`config.mk`:
```
export PLATFORM = sky130hd
export DESIGN_NAME = genius_seq_ctrl
export DESIGN_NICKNAME = d
export VERILOG_FILES = /design/src/rtl/genius_seq_ctrl.sv
export SDC_FILE = /design/constraint.sdc
export NUM_CORES = 1
export LEC_CHECK = 0
export CORE_MARGIN = 10
export CORE_UTILIZATION = 40
export CTS_CLUSTER_SIZE = 20
export DETAILED_ROUTE_END_ITERATION = 10
export GPL_TIMING_DRIVEN = 0
export PLACE_DENSITY_LB_ADDON = 0.15
export SLEW_MARGIN = 10
export SYNTH_ARGS = -nofsm -noshare
export SYNTH_HDL_FRONTEND = slang
export SYNTH_SLANG_ARGS = --single-unit
```
`constraint.sdc`:
```
create_clock -name CLOCK_50 -period 7.4 [get_ports CLOCK_50]
set_clock_uncertainty 0.1 [all_clocks]
set_input_delay 0.74 -clock CLOCK_50 [delete_from_list [all_inputs] [get_ports CLOCK_50]]
set_output_delay 0.74 -clock CLOCK_50 [all_outputs]
set_load 0.01 [all_outputs]
```
`src/rtl/genius_seq_ctrl.sv`:
```
// genius_seq_ctrl: Simon-style game sequencer.
// Grows a random colour sequence one step per round, plays it on four LEDs
// with timed on/off phases, checks the player's echo and reports level,
// loss and win. Owns the sequence memory, the LFSR, the display prescaler
// and the main FSM.
// Optional feature: define GENIUS_TIMEOUT_EN to make WAIT_IN give up after
// TIMEOUT_TICKS display ticks without a press (the game is then lost).
module genius_seq_ctrl #(
    parameter int         MAX_LEN       = 16,
    parameter int         TICK_DIV      = 25000000,
    parameter logic [7:0] SEED          = 8'hA5,
    parameter int         TIMEOUT_TICKS = 10
) (
    input  logic       CLOCK_50,
    input  logic       RST_N,
    input  logic       i_start,
    input  logic [3:0] i_btn,
    output logic [3:0] o_leds,
    output logic [4:0] o_level,
    output logic [2:0] o_state,
    output logic       o_busy,
    output logic       o_game_over,
    output logic       o_win
);

    typedef enum logic [2:0] {
        ST_IDLE     = 3'd0,
        ST_ADD      = 3'd1,
        ST_SHOW_ON  = 3'd2,
        ST_SHOW_OFF = 3'd3,
        ST_WAIT_IN  = 3'd4,
        ST_GAP      = 3'd5,
        ST_LOSE     = 3'd6,
        ST_WIN      = 3'd7
    } state_t;

    localparam int              PW        = $clog2(TICK_DIV + 1);
    localparam logic [PW-1:0]   TICK_LAST = PW'(TICK_DIV - 1);
    localparam logic [4:0]      LEN_MAX   = 5'(MAX_LEN);

    state_t        state_reg;
    logic [4:0]    len_reg;
    logic [4:0]    idx_reg;
    logic [PW-1:0] presc_reg;
    logic [7:0]    lfsr_reg;

    // Sized to the full 5-bit index range so every index is in bounds;
    // only entries below len_reg are ever read.
    logic [1:0]    mem [0:31];

    logic          tick;
    logic          btn_onehot;
    logic          last_step;
    logic          mem_we;
    logic [1:0]    cur_col;
    logic [1:0]    next_col;
    logic [1:0]    first_col;

`ifdef GENIUS_TIMEOUT_EN
    localparam int            TW        = $clog2(TIMEOUT_TICKS + 1);
    localparam logic [TW-1:0] TOUT_LAST = TW'(TIMEOUT_TICKS - 1);
    logic [TW-1:0] tout_reg;
`endif

    function automatic logic [3:0] onehot(input logic [1:0] c);
        return 4'b0001 << c;
    endfunction

    assign tick       = (presc_reg == TICK_LAST);
    assign btn_onehot = (i_btn != 4'd0) && ((i_btn & (i_btn - 4'd1)) == 4'd0);
    assign last_step  = (idx_reg == len_reg - 5'd1);
    assign mem_we     = (state_reg == ST_ADD);
    assign cur_col    = mem[idx_reg];
    assign next_col   = mem[idx_reg + 5'd1];
    // In the first round the colour is being written this very cycle, so
    // forward it straight from the LFSR instead of reading stale memory.
    assign first_col  = (len_reg == 5'd0) ? lfsr_reg[1:0] : mem[0];

    assign o_state = state_reg;
    assign o_level = len_reg;

    // Free-running Fibonacci LFSR, x^8+x^6+x^5+x^4+1.
    always_ff @(posedge CLOCK_50 or negedge RST_N) begin
        if (!RST_N) begin
            lfsr_reg <= SEED;
        end else begin
            lfsr_reg <= {lfsr_reg[6:0], lfsr_reg[7] ^ lfsr_reg[5] ^ lfsr_reg[4] ^ lfsr_reg[3]};
        end
    end

    // Sequence memory: append the new colour during ADD.
    always_ff @(posedge CLOCK_50) begin
        if (mem_we) begin
            mem[len_reg] <= lfsr_reg[1:0];
        end
    end

    // Main FSM with prescaler and registered outputs; every state change
    // restarts the prescaler so each phase lasts exactly TICK_DIV cycles.
    always_ff @(posedge CLOCK_50 or negedge RST_N) begin
        if (!RST_N) begin
            state_reg   <= ST_IDLE;
            len_reg     <= 5'd0;
            idx_reg     <= 5'd0;
            presc_reg   <= '0;
            o_leds      <= 4'd0;
            o_busy      <= 1'b0;
            o_game_over <= 1'b0;
            o_win       <= 1'b0;
`ifdef GENIUS_TIMEOUT_EN
            tout_reg    <= '0;
`endif
        end else begin
            presc_reg <= tick ? '0 : presc_reg + 1'b1;
            case (state_reg)
                ST_IDLE, ST_LOSE, ST_WIN: begin
                    if (i_start) begin
                        state_reg   <= ST_ADD;
                        presc_reg   <= '0;
                        len_reg     <= 5'd0;
                        idx_reg     <= 5'd0;
                        o_game_over <= 1'b0;
                        o_win       <= 1'b0;
                        o_busy      <= 1'b1;
                        o_leds      <= 4'd0;
                    end else if (state_reg == ST_WIN && tick) begin
                        o_leds <= ~o_leds;
                    end
                end
                ST_ADD: begin
                    len_reg   <= len_reg + 5'd1;
                    idx_reg   <= 5'd0;
                    state_reg <= ST_SHOW_ON;
                    presc_reg <= '0;
                    o_leds    <= onehot(first_col);
                end
                ST_SHOW_ON: begin
                    if (tick) begin
                        state_reg <= ST_SHOW_OFF;
                        presc_reg <= '0;
                        o_leds    <= 4'd0;
                    end
                end
                ST_SHOW_OFF: begin
                    if (tick) begin
                        presc_reg <= '0;
                        if (last_step) begin
                            idx_reg   <= 5'd0;
                            state_reg <= ST_WAIT_IN;
`ifdef GENIUS_TIMEOUT_EN
                            tout_reg  <= '0;
`endif
                        end else begin
                            idx_reg   <= idx_reg + 5'd1;
                            state_reg <= ST_SHOW_ON;
                            o_leds    <= onehot(next_col);
                        end
                    end
                end
                ST_WAIT_IN: begin
                    if (i_btn != 4'd0) begin
                        if (!btn_onehot || i_btn != onehot(cur_col)) begin
                            state_reg   <= ST_LOSE;
                            presc_reg   <= '0;
                            o_game_over <= 1'b1;
                            o_leds      <= 4'hF;
                            o_busy      <= 1'b0;
                        end else if (!last_step) begin
                            idx_reg  <= idx_reg + 5'd1;
`ifdef GENIUS_TIMEOUT_EN
                            tout_reg <= '0;
`endif
                        end else if (len_reg == LEN_MAX) begin
                            state_reg <= ST_WIN;
                            presc_reg <= '0;
                            o_win     <= 1'b1;
                            o_leds    <= 4'b0101;
                            o_busy    <= 1'b0;
                        end else begin
                            state_reg <= ST_GAP;
                            presc_reg <= '0;
                        end
                    end
`ifdef GENIUS_TIMEOUT_EN
                    else if (tick) begin
                        if (tout_reg == TOUT_LAST) begin
                            state_reg   <= ST_LOSE;
                            presc_reg   <= '0;
                            o_game_over <= 1'b1;
                            o_leds      <= 4'hF;
                            o_busy      <= 1'b0;
                        end else begin
                            tout_reg <= tout_reg + 1'b1;
                        end
                    end
`endif
                end
                ST_GAP: begin
                    if (tick) begin
                        state_reg <= ST_ADD;
                        presc_reg <= '0;
                    end
                end
                default: begin
                    state_reg <= ST_IDLE;
                end
            endcase
        end
    end

endmodule

```
==> results of run 1 <==
[power by group through the flow]
stage | sequential (uW) | clock [uW] | combinational (uW)
global route | 786 | 855 | 1130
CTS | 779 | 818 | 1050
floorplan | 788 | 0 | 764
finish | 780 | 806 | 1050
detailed placement | 789 | 0 | 1040
global placement | 789 | 0 | 1040
[through the flow]
step                hold slack (ns)  util, %  power (uW)
finish                        0.237     47.8        2640
global route                  0.271     47.8        2770
CTS                           0.248     47.8        2650
detailed placement            0.248     44.1        1830
global placement              0.239     44.1        1830
floorplan                     0.233        -        1550
[worst reg2reg max path, stage by stage (launching register included)]
cell,delay (ns)
dfrtp_1,0.48
ha_1,0.36
buf_6,0.18
buf_6,0.22
mux4_2,0.53
mux4_2,0.52
a211oi_1,0.36
a21o_1,0.19
nor3_1,0.07
a211o_1,0.23
mux2_4,0.26
[cells by family after synthesis]
group / share of synthesized area (%)
buffers and inverters: 3.40
AO/OA/AOI/OAI: 9.81
AND/OR/NAND/NOR: 15.0
adder cells (fa/ha/maj): 1.19
XOR/XNOR: 4.87
flip-flops: 51.7
multiplexers: 14.0
[area by class of cell]
class | instances | area (um2) | area share (%)
Sequential cell | 117 | 3250 | 44.4
Timing Repair Buffer | 20 | 198 | 2.70
Multi-Input combinational cell | 381 | 2820 | 38.5
Inverter | 7 | 26.3 | 0.359
Tap cell | 211 | 264 | 3.60
Clock inverter | 11 | 135 | 1.84
Buffer | 30 | 188 | 2.56
Clock buffer | 21 | 440 | 6.01
[cells in the mapped netlist, types with 6 or more instances]
cell type,n,area [um2]
a21oi_1,9,45.0
a22oi_1,14,105
a31oi_1,7,43.8
clkbuf_1,15,56.3
dfrtp_1,49,1230
edfxtp_1,64,1920
ha_1,6,75.1
inv_1,7,26.3
mux2i_1,34,340
mux4_2,20,450
nand2_1,36,135
nand2b_1,9,56.3
nand3_1,19,95.1
nand4_1,7,43.8
nor2_1,69,259
nor2b_1,9,56.3
nor3_1,21,105
o21ai_0,14,70.1
o21ai_1,6,30.0
xnor2_1,15,131
xor2_1,20,175
[metal layers]
| metal | track usage (%) | vias to the layer above | routed length, um |
|---|---|---|---|
| met3 | 2.98 | 26 | 605 |
| li1 | - | 2069 | - |
| met4 | 6.67 | 0 | 381 |
| met1 | 20.2 | 2260 | 7430 |
| met5 | 0 | - | 0 |
| met2 | 23.0 | 110 | 7220 |
[cell usage in the layout (no fill, tap or decap), types with 3 or more instances in the layout]
cell type	synthesis	final
dfrtp_1	49	49
mux4_2	20	20
mux2i_1	34	34
ha_1	6	6
mux2_4	3	3
a21oi_1	9	9
nor2b_1	9	9
nand2_1	36	36
edfxtp_1	64	64
nor2_1	69	69
nand3b_1	4	4
and3_1	4	4
a22oi_1	14	14
xor2_1	20	20
bufinv_16	0	3
a31oi_1	7	7
clkbuf_16	0	17
nand3_1	19	19
buf_2	5	5
nor3_1	21	21
o21ai_0	14	14
clkbuf_1	15	19
or3_1	3	3
inv_1	7	7
buf_6	5	5
mux2_1	3	3
clkinv_1	0	3
dfstp_2	4	4
o21ai_1	6	6
nand2b_1	9	9
clkdlybuf4s50_1	0	19
nand4_1	7	7
xnor2_1	15	15
o221ai_1	4	4
[worst paths after layout]
kind	from	to	slack, ns	cells past startpoint
max in group asynchronous	RST_N	lfsr_reg[3]	6.43	1
worst min-delay path	RST_N	o_level[3]	0.24	1
worst max-delay path	idx_reg[0]	o_leds[1]	3.79	10
worst min register to register	lfsr_reg[6]	lfsr_reg[7]	0.24	0
worst max register to register	idx_reg[0]	o_leds[1]	3.79	10
min in group CLOCK_50	lfsr_reg[6]	lfsr_reg[7]	0.24	0
==> impl_results.md, run 1 <==
- Setup TNS: 0 ns
- Skew-Pair Late Insertion Delay: 0.42 ns
- Max reg flops: 64
- Post-synthesis cell type count: 68
- Register area share after synthesis: 51.7%
- CP delay by family, top: multiplexers
- Post-route ant nets: 0
- VDD IR-drop max: 0.241 mV
- I/O pins: 22
- Critical path, cell by cell: ha_1 -> buf_6 -> buf_6 -> mux4_2 -> mux4_2 -> a211oi_1 -> a21o_1 -> nor3_1 -> a211o_1 -> mux2_4
- # setup viols final: 0
- Crit-path slowest cell: mux4_2
- Largest net degree at the start of global routing: 54
- WL per Instance: 19.6 um
- Core area: roughly 15000 um2
- Pre-CTS setup slack: 3.81 ns
- CP Capture Type: flip-flop
- Setup crit start kind: flip-flop
- Placed Area: 6750 um2
- Main synth FF type: edfxtp_1
- LEAKAGE: about 0.0027 uW
- Worst hold path type: primary input to asynchronous set/reset pin
- DR pass1 iterations: 4
- CTS Buf Count: 17
- Comb power frac: a little under 40%
- Switching share of power: 33.7%
- RSZ-0062 raised after global routing: no
- Fillers: 1439
- Slew headroom: between 20 and 30%
- Worst-Margin Slew: around 1.1 ns
- Non-Filler Instances: about 800
- Nets: 587
- IO Port Bufs: 20
- WP data required: 7.60 ns
- Setup bufs post-CTS: 0
- Crit path buffers/inverters: 2
- Hold_buf cts: 0
- GP Congestion: 0.898
- H-Tree Depth: 4
- Sequential Power Share: 29.6%
- Final min period: 3.61 ns
- Vias: roughly 4.5k
- Fmax: 0.277 GHz
- Internal power: 1750 uW
- Synthesized instance count: 535
- GRT Total Usage: 15.0%
- Starting Density: between 40% and 50%
- Width of the die: 145 um
- CTS tree: done
- Final Cycle Share: 48.8%
- Post-CTS sizing: 0
- Placed Instances: 766
- Final-report hold violation count: 0
- Post-DP HPWL: roughly 11 mm
- Initial antenna violation count: 0
- Yosys warning total: 0
- Die Height: 145 um
- Vias in the first global route: 4471
- Critical path class: flip-flop to flip-flop
- Detailed Route WL: 15.6 mm
- Design area: 7330 um2
- Vias per cell: 5.60
- Pwr dens: 360 nW/um2
- Synth async-reset ratio: 45.3%
- CP max FO: 10
- Maxcap violations: 0
- DRT iter0 DRCs: 287
- Syn_nets: 548
- Largest stage delay, worst path: roughly 0.53 ns
- Worst Slack Setup Final: around 3.8 ns
- CTS clk-pin slew, worst paths: approximately 0.060 ns
- Layout cells sized above 1: 13.3%
- Clk network pwr share: slightly above 30%
- Switching power: just under 900 uW
- Status: finished clean
- Number of flops mapped to enable cells by yosys: 64
- Post-Syn Area: 6290 um2
- Number of core rows: 45
- Synthesized area per cell: 11.8 um2
- Yosys reg bits: 117
- Number of remaining DRC errors: 0
- Clock sink total: 117
- Final Max Tran Viols: 0
- # diodes: 0
- Layout area overhead: 16.5%
- Clock buffer depth: 2
- First-pass GRT wire length: around 25 mm
- CTS root buf: clkbuf_16
- Die area: 21100 um2
- Gr ovfl total: 0
- Crit path DAT: ~3.8 ns
No activity file was read; power rests on OpenSTA's default activity.
==> inputs of run 2 (changes only) <==
==> constraint.sdc (replaced) <==
create_clock -name CLOCK_50 -period 3 [get_ports CLOCK_50]
set_clock_uncertainty 0.1 [all_clocks]
set_input_delay 0.3 -clock CLOCK_50 [delete_from_list [all_inputs] [get_ports CLOCK_50]]
set_output_delay 0.3 -clock CLOCK_50 [all_outputs]
set_load 0.01 [all_outputs]
==> run 2 against run 1 <==
The run now ends with setup timing left. Design area grew 7.1%. Critical path depth unchanged. Non-clock buffer count grew 19. Combinational power rose to 3.1 times the previous value. Sequential cell count unchanged. Sequential power grew 150%. Hold slack better by 0.024 ns. Die area unchanged. Worst setup slack got worse by 4.0 ns. Clock power increased to 2.5 times the previous value. First-iteration DRC count is 12% higher. Critical path type unchanged. Critical endpoint unchanged. Highest routed layer unchanged.
==> impl_results.md, run 2 (same netlist as run 1, synthesis figures left out) <==
- Status: complete, but fails checks
- Failing checks: setup timing
- Switching power: 2490 uW (+180%)
- Die Height: 145 um (unchanged)
- Worst-Margin Slew: 1.10 ns (+0.0480 ns)
- Register Area: 3260 um2 (about the same)
- Clock buffer depth: 2 (unchanged)
- WHS Path Cells: 0
- IO Port Bufs: 20 (unchanged)
- Commonest non-fill, non-tap cells in the layout: 65 x nor2_1, 64 x edfxtp_1, 47 x dfrtp_1
- Commonest non-fill, non-tap cell in the layout: nor2_1
- WL per Instance: 20.0 um (+2.2%)
- Crit path DAT: 3.40 ns (-0.41 ns)
- Initial antenna violation count: 0 (unchanged)
- Die area: 21100 um2 (unchanged)
- RR Endpoint: o_leds[1]
- Final Max Tran Viols: 0 (unchanged)
- I/O pins: 22 (unchanged)
- Placed Instances: 766 (unchanged)
- CTS Buf Count: 17 (unchanged)
- Detailed Route WL: 16.4 mm (+4.6%)
- Switching share of power: 34.4% (+0.66 points)
- Core area: 15300 um2 (unchanged)
- Setup crit start kind: flip-flop
- RSZ-0062 raised after global routing: yes
- DR pass1 iterations: 5 (+1)
- Clock sink total: 117 (unchanged)
- Gr ovfl total: 0 (unchanged)
- First-pass GRT wire length: 25.5 mm (+1.8%)
- Flop2flop setup slack: -0.20 ns (-3.99 ns)
- Final Cycle Share: 107% (+58 points)
- Crit-path slowest cell: mux4_2
- CTS tree: done
- CP Capture Type: flip-flop
- LEAKAGE: 0.00286 uW (+7.5%)
- Starting Density: 41.1% (unchanged)
- Clk network pwr share: 28.1% (-2.5 points)
- Total chip power: 7240 uW (+170%)
- Worst hold path type: flip-flop to flip-flop
- R2r startpoint: idx_reg[0]
- Vias: 4589 (+2.8%)
- Nets: 606 (+3.2%)
- CTS root buf: clkbuf_16
- Number of core rows: 45 (unchanged)
- Slew headroom: 26.5% (-3.2 points)
- Comb power frac: 45.3% (+5.5 points)
- Multi-input gate area: 3030 um2 (+7.5%)
- Maxcap violations: 0 (unchanged)
- VDD IR-drop max: 0.480 mV (+99%)
- Post-route ant nets: 0 (unchanged)
- Fmax: 0.313 GHz (+13%)
- Layout cells sized above 1: 23.6% (+10 points)
- GRT Total Usage: 15.4% (+0.35 points)
- Layout area overhead: 24.8%
- Fillers: 1373 (-4.6%)
- # diodes: 0 (unchanged)
- Final min period: 3.20 ns (-0.414 ns)
- Worst Slack Setup Final: -0.196 ns (-3.99 ns)
- Crit path buffers/inverters: 2 (unchanged)
- # setup viols final: 7 (+7)
- GP Congestion: 0.876 (-2.5%)
- Largest stage delay, worst path: 0.54 ns (about the same)
- Critical path class: flip-flop to flip-flop
- Hold endpoint: lfsr_reg[7]
- Sequential Power Share: 26.6% (-3.0 points)
- Final-report hold violation count: 0 (unchanged)
- Skew-Pair Late Insertion Delay: 0.43 ns (about the same)
- DRT iter0 DRCs: 322 (+12%)
- Max reg flops: 64 (unchanged)
- Vias per cell: 5.62 (+0.39%)
- CTS clk-pin slew, worst paths: 0.06 ns (about the same)
- Internal power: 4750 uW (+170%)
- Register-to-Register Path Depth: 10 (unchanged)
- Non-Filler Instances: 817 (+2.4%)
- CP delay by family, top: multiplexers
- Critical path, cell by cell: ha_4 -> buf_12 -> buf_12 -> mux4_2 -> mux4_2 -> a211oi_2 -> a21o_1 -> nor3_1 -> a211o_1 -> mux2_4
- Largest net degree at the start of global routing: 54 (unchanged)
- H-Tree Depth: 4 (unchanged)
- Width of the die: 145 um (unchanged)
- Pwr dens: 922 nW/um2 (+160%)
- WP data required: 3.20 ns (-4.40 ns)
- Vias in the first global route: 4507 (+0.81%)
- Number of remaining DRC errors: 0 (unchanged)
- CP max FO: 8 (-2)
- Post-DP HPWL: 10.8 mm (+0.95%)
- Hold path startpoint: lfsr_reg[6]
- Worst setup path start: idx_reg[0]
run 2: changes by cell type in the layout (fill, tap and decap cells not counted), sizes merged:
cell / change
bufinv: -1
clkbuf: -3
clkinv: -2
clkinvlp: +1
buf: +19
inv: +4
dlygate4sd3: +1
run 2: worst reg2reg max path, cell delays in order, from the launching register on:
cell and delay (ns):
dfrtp_2 0.42, ha_4 0.28, buf_12 0.13, buf_12 0.13, mux4_2 0.50, mux4_2 0.54, a211oi_2 0.29, a21o_1 0.16
nor3_1 0.06, a211o_1 0.23, mux2_4 0.26
run 2: area by class of cell:
| class | instances | area share (%) |
|---|---|---|
| sequential | 117 | 41.5 |
| multi-input combinational | 381 | 38.7 |
| timing repair buffer | 43 | 5.87 |
| clock buffer | 19 | 5.64 |
| tap | 211 | 3.36 |
| buffer | 26 | 2.77 |
| clock inverter | 13 | 1.90 |
| inverter | 7 | 0.335 |
run 2: power by group through the flow:
stage / Sequential (uW) / Combinational (uW) / Clock, uW
after detailed placement: 1940 / 2600 / 0
after floorplan: 1940 / 1900 / 0
after global placement: 1940 / 2600 / 0
after CTS: 1910 / 2920 / 2060
after global routing: 1950 / 3490 / 2150
final: 1920 / 3280 / 2040
run 2: stage by stage:
step	TNS, ns	area (um2)	util [%]	hold slack (ns)	setup WS [ns]
global route	-1.42	7850	51.3	0.267	-0.268
global placement	-22.58	6760	44.2	0.240	-0.440
CTS	-0.519	7550	49.3	0.261	-0.195
detailed placement	-11.93	6760	44.1	0.239	-0.522
floorplan	-0.0712	6300	-	-0.0956	-0.0712
finish	-0.792	7850	51.3	0.261	-0.196
run 2: worst max-delay path by stage:
| stage | endpoint | cells past startpoint | slack (ns) |
|---|---|---|---|
| 2_1_floorplan | o_leds[1] | 10 | -0.07 |
| 3_3_place_gp | o_leds[1] | 10 | -0.44 |
| 3_5_place_dp | presc_reg[17] | 11 | -0.52 |
| 4_1_cts | o_leds[1] | 10 | -0.19 |
| 5_1_grt | o_leds[1] | 10 | -0.27 |
| 6_report | o_leds[1] | 10 | -0.20 |
run 2: routing by layer:
metal	global-route usage [%]	vias up	wire length, um
met3	3.94	24	907
met5	0	-	0
met4	4.90	0	274
met1	20.4	2308	7350
met2	24.1	143	7830
li1	-	2114	-
run 2: repair_timing:
item,in CTS,in global routing
buffers inserted,12,6
pin swaps,7,9
hold buffers,1,0
gates resized for setup,19,48
endpoints found under the hold margin,49,0
setup endpoints to repair,34,44
gates cloned,0,4
